## src/rtl/rvh_l2_ewrq_rx.sv

```systemverilog
// L2-side receiver for L1D evictions: takes AW requests plus the write burst
// of dirty lines and queues one whole-line record per eviction.
module rvh_l2_ewrq_rx #(
  parameter int unsigned OUT_DEPTH   = 2,
  parameter int unsigned LINE_ADDR_W = 14,
  parameter int unsigned BEAT_W      = 64,
  parameter int unsigned BEATS       = 8
) (
  input  logic                        clk,
  input  logic                        rst,
  input  logic                        l2_req_if_awvalid,
  output logic                        l2_req_if_awready,
  input  logic [LINE_ADDR_W+1:0]      l2_req_if_aw,
  input  logic                        l2_req_if_wvalid,
  output logic                        l2_req_if_wready,
  input  logic [BEAT_W-1:0]           l2_req_if_w,
  output logic                        evict_vld_o,
  input  logic                        evict_rdy_i,
  output logic [LINE_ADDR_W-1:0]      evict_line_addr_o,
  output logic [1:0]                  evict_mesi_o,
  output logic                        evict_dirty_o,
  output logic [BEATS*BEAT_W-1:0]     evict_data_o,
  output logic                        busy_o,
  output logic                        proto_err_o
);

  localparam int unsigned LINE_W     = BEATS * BEAT_W;
  localparam int unsigned BEAT_CNT_W = (BEATS > 1) ? $clog2(BEATS) : 1;
  localparam int unsigned PTR_W      = (OUT_DEPTH > 1) ? $clog2(OUT_DEPTH) : 1;
  localparam int unsigned CNT_W      = $clog2(OUT_DEPTH + 1);

  typedef enum logic {IDLE = 1'b0, DATA = 1'b1} state_e;

  typedef struct packed {
    logic [LINE_ADDR_W-1:0] addr;
    logic [1:0]             mesi;
    logic                   dirty;
    logic [LINE_W-1:0]      data;
  } rec_t;

  state_e                  state_q, state_d;
  logic [BEAT_CNT_W-1:0]   beat_q, beat_d;
  logic [LINE_W-1:0]       line_q, line_d;
  logic [LINE_ADDR_W-1:0]  addr_q, addr_d;
  logic [1:0]              mesi_q, mesi_d;
  logic                    proto_err_q, proto_err_d;
  logic                    ready_q;
  logic [PTR_W-1:0]        wr_ptr_q, wr_ptr_d, rd_ptr_q, rd_ptr_d;
  logic [CNT_W-1:0]        count_q, count_d;
  logic [CNT_W:0]          resv;
  rec_t                    mem_q [OUT_DEPTH];
  rec_t                    push_rec, head_rec;
  logic                    push, pop, aw_hs;

  function automatic logic [PTR_W-1:0] ptr_inc(input logic [PTR_W-1:0] p);
    return (p == PTR_W'(OUT_DEPTH - 1)) ? '0 : p + 1'b1;
  endfunction

  // Every queue slot that could be pushed is already counted at AW acceptance,
  // so the data-phase push below never needs to check for space.
  assign resv              = {1'b0, count_q} + (CNT_W+1)'(state_q == DATA);
  assign l2_req_if_awready = ready_q && (state_q == IDLE) && (resv < (CNT_W+1)'(OUT_DEPTH));
  assign l2_req_if_wready  = (state_q == DATA);
  assign aw_hs             = l2_req_if_awvalid && l2_req_if_awready;
  assign evict_vld_o       = (count_q != '0);
  assign pop               = evict_vld_o && evict_rdy_i;
  assign busy_o            = (state_q == DATA) || evict_vld_o;
  assign proto_err_o       = proto_err_q;

  always_comb begin
    // NOTE: every signal gets a default before the case so no path leaves it
    // unassigned; otherwise synthesis infers a latch.
    state_d     = state_q;
    beat_d      = beat_q;
    line_d      = line_q;
    addr_d      = addr_q;
    mesi_d      = mesi_q;
    proto_err_d = proto_err_q;
    push        = 1'b0;
    push_rec    = '0;
    unique case (state_q)
      IDLE: begin
        if (l2_req_if_wvalid) proto_err_d = 1'b1;
        if (aw_hs) begin
          if (l2_req_if_aw[1:0] == 2'd3) begin
            addr_d  = l2_req_if_aw[LINE_ADDR_W+1:2];
            mesi_d  = l2_req_if_aw[1:0];
            beat_d  = '0;
            line_d  = '0;
            state_d = DATA;
          end else begin
            push          = 1'b1;
            push_rec.addr = l2_req_if_aw[LINE_ADDR_W+1:2];
            push_rec.mesi = l2_req_if_aw[1:0];
          end
        end
      end
      DATA: begin
        if (l2_req_if_wvalid) begin
          line_d[beat_q*BEAT_W +: BEAT_W] = l2_req_if_w;
          beat_d = beat_q + 1'b1;
          if (beat_q == BEAT_CNT_W'(BEATS - 1)) begin
            push           = 1'b1;
            push_rec.addr  = addr_q;
            push_rec.mesi  = mesi_q;
            push_rec.dirty = 1'b1;
            push_rec.data  = line_d;
            beat_d         = '0;
            state_d        = IDLE;
          end
        end
      end
      default: state_d = IDLE;
    endcase
  end

  always_comb begin
    wr_ptr_d = push ? ptr_inc(wr_ptr_q) : wr_ptr_q;
    rd_ptr_d = pop  ? ptr_inc(rd_ptr_q) : rd_ptr_q;
    count_d  = count_q + CNT_W'(push) - CNT_W'(pop);
  end

  // NOTE: sequential state uses non-blocking assignments so all flops sample
  // the pre-edge values and simulation order cannot change the result.
  always_ff @(posedge clk or negedge rst) begin
    if (!rst) begin
      state_q     <= IDLE;
      beat_q      <= '0;
      line_q      <= '0;
      addr_q      <= '0;
      mesi_q      <= '0;
      proto_err_q <= 1'b0;
      ready_q     <= 1'b0;
      wr_ptr_q    <= '0;
      rd_ptr_q    <= '0;
      count_q     <= '0;
    end else begin
      state_q     <= state_d;
      beat_q      <= beat_d;
      line_q      <= line_d;
      addr_q      <= addr_d;
      mesi_q      <= mesi_d;
      proto_err_q <= proto_err_d;
      ready_q     <= 1'b1;
      wr_ptr_q    <= wr_ptr_d;
      rd_ptr_q    <= rd_ptr_d;
      count_q     <= count_d;
    end
  end

  // NOTE: record storage is deliberately not reset; slots are only read while
  // count_q says they hold a pushed record, and the outputs are gated below.
  always_ff @(posedge clk) begin
    if (push) mem_q[wr_ptr_q] <= push_rec;
  end

  always_comb begin
    head_rec = '0;
    if (evict_vld_o) head_rec = mem_q[rd_ptr_q];
  end

  assign evict_line_addr_o = head_rec.addr;
  assign evict_mesi_o      = head_rec.mesi;
  assign evict_dirty_o     = head_rec.dirty;
  assign evict_data_o      = head_rec.data;

endmodule

```

## config.mk

```make
export PLATFORM = sky130hd
export DESIGN_NAME = rvh_l2_ewrq_rx
export DESIGN_NICKNAME = d
export VERILOG_FILES = /design/src/rtl/rvh_l2_ewrq_rx.sv
export SDC_FILE = /design/constraint.sdc
export NUM_CORES = 2
export LEC_CHECK = 0
export BUFFER_PORTS_ARGS = -buffer_cell sky130_fd_sc_hd__buf_2
export CORE_MARGIN = 10
export CORE_UTILIZATION = 50
export DETAILED_ROUTE_END_ITERATION = 7
export GPL_TIMING_DRIVEN = 0
export PLACE_DENSITY = 0.69
export SKIP_LAST_GASP = 1
export SYNTH_ARGS = -nofsm -noshare
export SYNTH_HDL_FRONTEND = slang
export SYNTH_SLANG_ARGS = --single-unit
```

## constraint.sdc

```tcl
create_clock -name clk -period 36 [get_ports clk]
set_clock_uncertainty 0.1 [all_clocks]
set_input_delay 7.2 -clock clk [delete_from_list [all_inputs] [get_ports clk]]
set_output_delay 7.2 -clock clk [all_outputs]
set_load 0.01 [all_outputs]
```

== Yosys cells after proc, flatten, opt, wreduce, memory -nomap -nowiden ==
Memory sizes are Yosys's and may differ from the RTL's.
Index checks and enable logic that the tools add are counted.
Cells by class
  $add $sub $neg: 7
  reduce and logical (&&, ||, !) cells: 9
  eq/ne operators: 5
  bitwise gates (word level): 1
  shifts and indexed selects: 2
  muxes and demuxes: 31
  $lt $le $gt $ge: 1
Operators with widths (count)
  $mux W529: 3
  $mux W512: 3
  $pmux W512 S2: 1
  $mux W513: 1
  $bwmux W512: 1
  $shift A64 B34 Y512 const A: 1
  $shiftx A64 B34 Y512: 1
  $neg A9 Y34: 1
  $mux W16: 2
  $pmux W16 S2: 1
  $mux W1: 12
  $mux W3: 4
  $pmux W3 S2: 1
  $reduce_and A3 Y1: 2
  $logic_and A1 B1 Y1: 4
  $ne A2 B2 Y1 const B: 2
  $pmux W1 S2: 2
  $add A2 B1 Y3: 1
  $add A3 B1 Y3 const B: 1
  $eq A3 B3 Y1 const B: 1
  $lt A3 B2 Y1 const B: 1
  $add A1 B1 Y1 const B: 2
  $add A2 B1 Y2: 1
  $eq A2 B2 Y1 const B: 1
  other kinds (6): 6
Word-level totals
  memories kept: 1
  register bits: 538
  output and inout bits: 534
  memory bits (writable): 1058
Memory list
  mem_q: words 2, width 529, rd ports 1, clocked after Yosys merged registers in 0, wr ports 1, RTL line 51  | rec_t mem_q [OUT_DEPTH];

== Longest topological paths before layout ==
  word-level depth: 8
  gate-level depth with buffers: 14

== Worst setup path before layout ==
No wires, ideal clock.
  kind: input-to-reg
  start: in l2_req_if_aw[1]
  end: mem mem_q[1][0] in the netlist's numbering (enable)
  slack: 3.349 ns
  stages: 5
  arrival: 31.059 ns
  required time: 34.408 ns
  setup time: 1.492 ns
  buffers on the path: 2
  cells stage by stage: nand2_1 -> clkbuf_1 -> buf_2 -> a21oi_1 -> nor2b_1
Between the ends
  longest elaborated chain between the ends: 6
RTL lines
  from (decl): RTL line 13  | input logic [LINE_ADDR_W+1:0] l2_req_if_aw,
  $eq A2 B2 Y1: RTL line 85  | if (l2_req_if_aw[1:0] == 2'd3) begin
  $mux W1: RTL line 85
  $mux W1: RTL line 84  | if (aw_hs) begin
  $pmux W1 S2: RTL line 81  | unique case (state_q)
  $mux W1: RTL line 154  | if (push) mem_q[wr_ptr_q] <= push_rec;
  $mux W1 (implied by the code): RTL line 154
  to (decl): RTL line 51
No other way between the ends.

== Worst setup path after layout ==
  start: reg rd_ptr_q
  end: out evict_data_o[35]
Between the ends
  longest elaborated chain between the ends: 2
RTL lines
  from (decl): RTL line 48  | logic [PTR_W-1:0] wr_ptr_q, wr_ptr_d, rd_ptr_q, rd_ptr_d;
  from (signal assigned): RTL line 146  | rd_ptr_q <= rd_ptr_d;
  $mem_v2 Z2 W529
  $mux W529: RTL line 159  | if (evict_vld_o) head_rec = mem_q[rd_ptr_q];
  to (decl): RTL line 22  | output logic [BEATS*BEAT_W-1:0] evict_data_o,
No other way between the ends.

==> impl_results.md <==
- Worst slew pin tran: 1590 ps
- #FFs+latches synth: 1,596
- Slew Limit Fails: 66
- Final WL: 271 mm
- Resized cells post-CTS: 0
- Drt drc: 0
- Number of library cell types mapped by synthesis: about 50
- DP HPWL: 194 mm
- Hold buffer count at CTS: 0
- Required time of the critical path: 28,700 ps
- RePlAce Congestion: 0.949
- Clock Tree Buf Depth: 3
- Synth Area in XOR/XNOR: less than 1%
- Via density: ~6.4
- Antenna violations before repair: 35
- Number of global-route vias before repair: roughly 57,000
- Die area: ~0.16 sq mm
- Initial Util: 50.3%
- Worst hold slack: roughly 360 ps
- Fin crit period: 11,880 ps
- Status: finished, violations left
- Critical-path maximum fanout: 10
- IO Pins: about 620
- RSZ-0062 raised after global routing: no
- Pint: 0.00413 W
- Area delta synth->final: 16.3%
- Largest family of logic cells by synthesized area: compound AO/OA/AOI/OAI gates
- Worst reg2reg setup slack: 29,950 ps
- Clock power frac: 24.3%
- Failing checks: capacitance limit, slew limit
- Max-cap violation count: 6
- Insertion delay to the later sink of the worst-skew pair: 840 ps
- Compound-Gate Fraction of Synth Area: 12.8%
- All-Layer GR Usage: 32.2%
- Power Density: 83.5 mW/mm^2
- Synth Area in Simple Gates: 9.23%
- Setup crit start kind: register
- Peak supply drop: 0.0537 mV
- Core Area: 0.146 sq mm
- Placed instance area: 0.0796 sq mm
- Root buffer selected by CTS: clkbuf_16
- First-pass GRT wire length: 385 mm
- Cell count after synthesis: around 6,200
- Iter 0 DRT Violations: 8,282
- Clock Pin Slew Worst Setup and Hold Paths: approximately 60 ps
- IO Port Bufs: 618
- Relative slew margins: -6.23%
- Ys Warns: 0
- Final Util: 58.5%
- Fill count: 11,900
- Setup_tns: 0 ps
- Final #Nets: 7,109
- Net count after synthesis: between 6,000 and 7,000
- Tcrit/Tclk final: 33.0%
- Fin. Hold Viols: 0
- H-tree depth: 4
- Psw: 0.00298 W
- Synthesized area: 0.0732 sq mm
- Die Ht: 403 microns
- Multi-input gate area: 0.0243 sq mm
- Total iterations of the first detailed-routing run: 7
- Synth Area in Adders: less than 1%
- Sequential Area: 0.0452 sq mm
- Post-CTS setup buffer count: 0
- Sequential-to-total area share from yosys stat: 61.8%
- Routed vias: 58,400
- Seq pwr share: 33.8%
- Comb power frac: approximately two fifths
- TritonCTS buffer count: 164
- Post-route cell area: 0.0851 sq mm
- HP Class: reg -> reg
- Leakage Power: 33.6 nW
- Worst path arrival time: around 4600 ps
- Die width: 403 microns
- Grt total ovfl: 0
- Setup Crit Path Kind: reg -> out
- WL per Instance: 29.8 microns
- Largest net degree at the start of global routing: 100
- Site Rows: 140
- Critical path capture point type: output pin
- Clk sink count: between 1,500 and 2,000
- Syn Area/Cell: 11.8 sq um
- Fmax: 84.2 MHz
- # setup viols final: 0
- CTS tree: yes
- Layout cell share with drive strength beyond 1: between 10% and 20%
- Post-route ant nets: 0
- Sw frac: 41.9%
- Mux contribution to synthesized area: between 10% and 20%
==> kinds of logic (layout without fill, tap and decap cells) <==
kind of cell    after synthesis  count (layout)
flops                      1596            1596
mux                         802             802
simple gates               1414            1414
fa+ha+maj                     9               9
compound gates             1497            1497
other cells                   1              18
buf+inv                     864            1833
xor+xnor                      4               4
==> sequential cells by signal, indices dropped and copies added, names as in the netlist <==
name and cells:
mem_q 1058, line_q 512, addr_q 14, beat_q 3
count_q 2, mesi_q 2, l2_req_if_wready 1, proto_err_o 1
rd_ptr_q 1, ready_q 1, wr_ptr_q 1
==> synthesized netlist by cell type, drive strengths merged <==
library cell	instances	area share, %
nand2	207	1.1
inv	144	0.74
a32o	128	1.8
a22o	14	0.17
mux2	14	0.22
or3	3	0.026
and2	5	0.043
o2bb2ai	8	0.096
o31ai	185	1.9
clkbuf	438	2.2
nor3	2	0.036
nor4bb	1	0.014
buf	282	2.0
and4b	2	0.027
dfrtp	538	18
nand4bb	1	0.015
nand4	379	3.2
o211ai	257	2.6
edfxtp	1058	43
or2	1	0.0086
mux2i	788	11
ha	9	0.15
conb	1	0.0051
or3b	1	0.012
nor4b	1	0.021
xor2	1	0.012
and4bb	1	0.017
nor2b	14	0.12
nand2b	5	0.043
or4b	1	0.019
nor3b	3	0.038
o311ai	3	0.036
and4	1	0.012
xnor2	3	0.036
nand3b	2	0.021
a21o	1	0.010
nand3	252	1.7
o21ai	579	4.0
a21oi	322	2.2
nor2	532	2.7
==> routing by layer <==
metal | share of wire (%) | vias up | track usage, % | wire [microns]
met5 | 0.023 | - | 0 | 63
met3 | 13 | 831 | 10.9 | 34100
met2 | 44 | 3787 | 48.7 | 120000
met4 | 7.1 | 10 | 19.8 | 19300
li1 | - | 24900 | - | -
met1 | 36 | 28900 | 39.7 | 97100
==> metrics by stage <==
stage          std cells  worst slack, ps  total power, W
2_1_floorplan       6187             3350         0.00420
3_3_place_gp        8722           -11640         0.00539
3_5_place_dp        8766            24320         0.00534
4_1_cts             9073            24300         0.00705
5_1_grt             9077            24200         0.00739
6_report            9090            24120         0.00711
==> worst max-delay path, cell delays in order (launching register included) <==
cell and delay [ps]:
dfrtp_1 320, clkbuf_1 710, clkbuf_1 1110, buf_2 530, mux2i_1 130, nor2_1 660, buf_2 270
==> layout make-up <==
class	count	area share, %
Sequential cell	1596	53.1
Tap cell	1917	2.82
Buffer	720	3.70
Clock buffer	218	5.28
Timing Repair Buffer	662	4.73
Multi-Input combinational cell	3727	28.6
Antenna cell	17	0.0500
Inverter	144	0.635
Clock inverter	89	1.08
==> path summary, 6_finish.rpt <==
| path | start | endpoint | cells past startpoint |
|---|---|---|---|
| max | rd_ptr_q | evict_data_o[35] | 6 |
| min | proto_err_o | proto_err_o | 1 |
| max reg2reg | beat_q[0] | mem_q[1][177] | 13 |
| min reg2reg | proto_err_o | proto_err_o | 1 |
| max in group asynchronous | rst | line_q[157] | 4 |
| min in group asynchronous | rst | line_q[436] | 1 |
==> placed cells by master, fill, tap and decap left out, drive strengths merged, types with 2 or more instances in the layout <==
master       n
and2         5
nand2      207
dfrtp      538
a21oi      322
nor2b       14
bufinv      13
mux2i      788
nor3         2
xnor2        3
clkbuf     656
clkinvlp     8
diode       17
or3          3
o211ai     257
inv        152
o21ai      579
ha           9
nor3b        3
buf        944
mux2        14
edfxtp    1058
a22o        14
and4b        2
nand2b       5
nand3b       2
nand3      252
clkinv      60
o311ai       3
o2bb2ai      8
nand4      379
o31ai      185
a32o       128
nor2       532
==> power groups by stage <==
stage | Sequential, W | Combinational (W) | Clock (W)
2_1_floorplan | 0.00247 | 0.00173 | 0
3_3_place_gp | 0.00255 | 0.00284 | 0
3_5_place_dp | 0.00242 | 0.00291 | 0
4_1_cts | 0.00239 | 0.00293 | 0.00174
5_1_grt | 0.00242 | 0.00316 | 0.00181
6_report | 0.00240 | 0.00298 | 0.00173
Power figures use the tool's default switching activity.
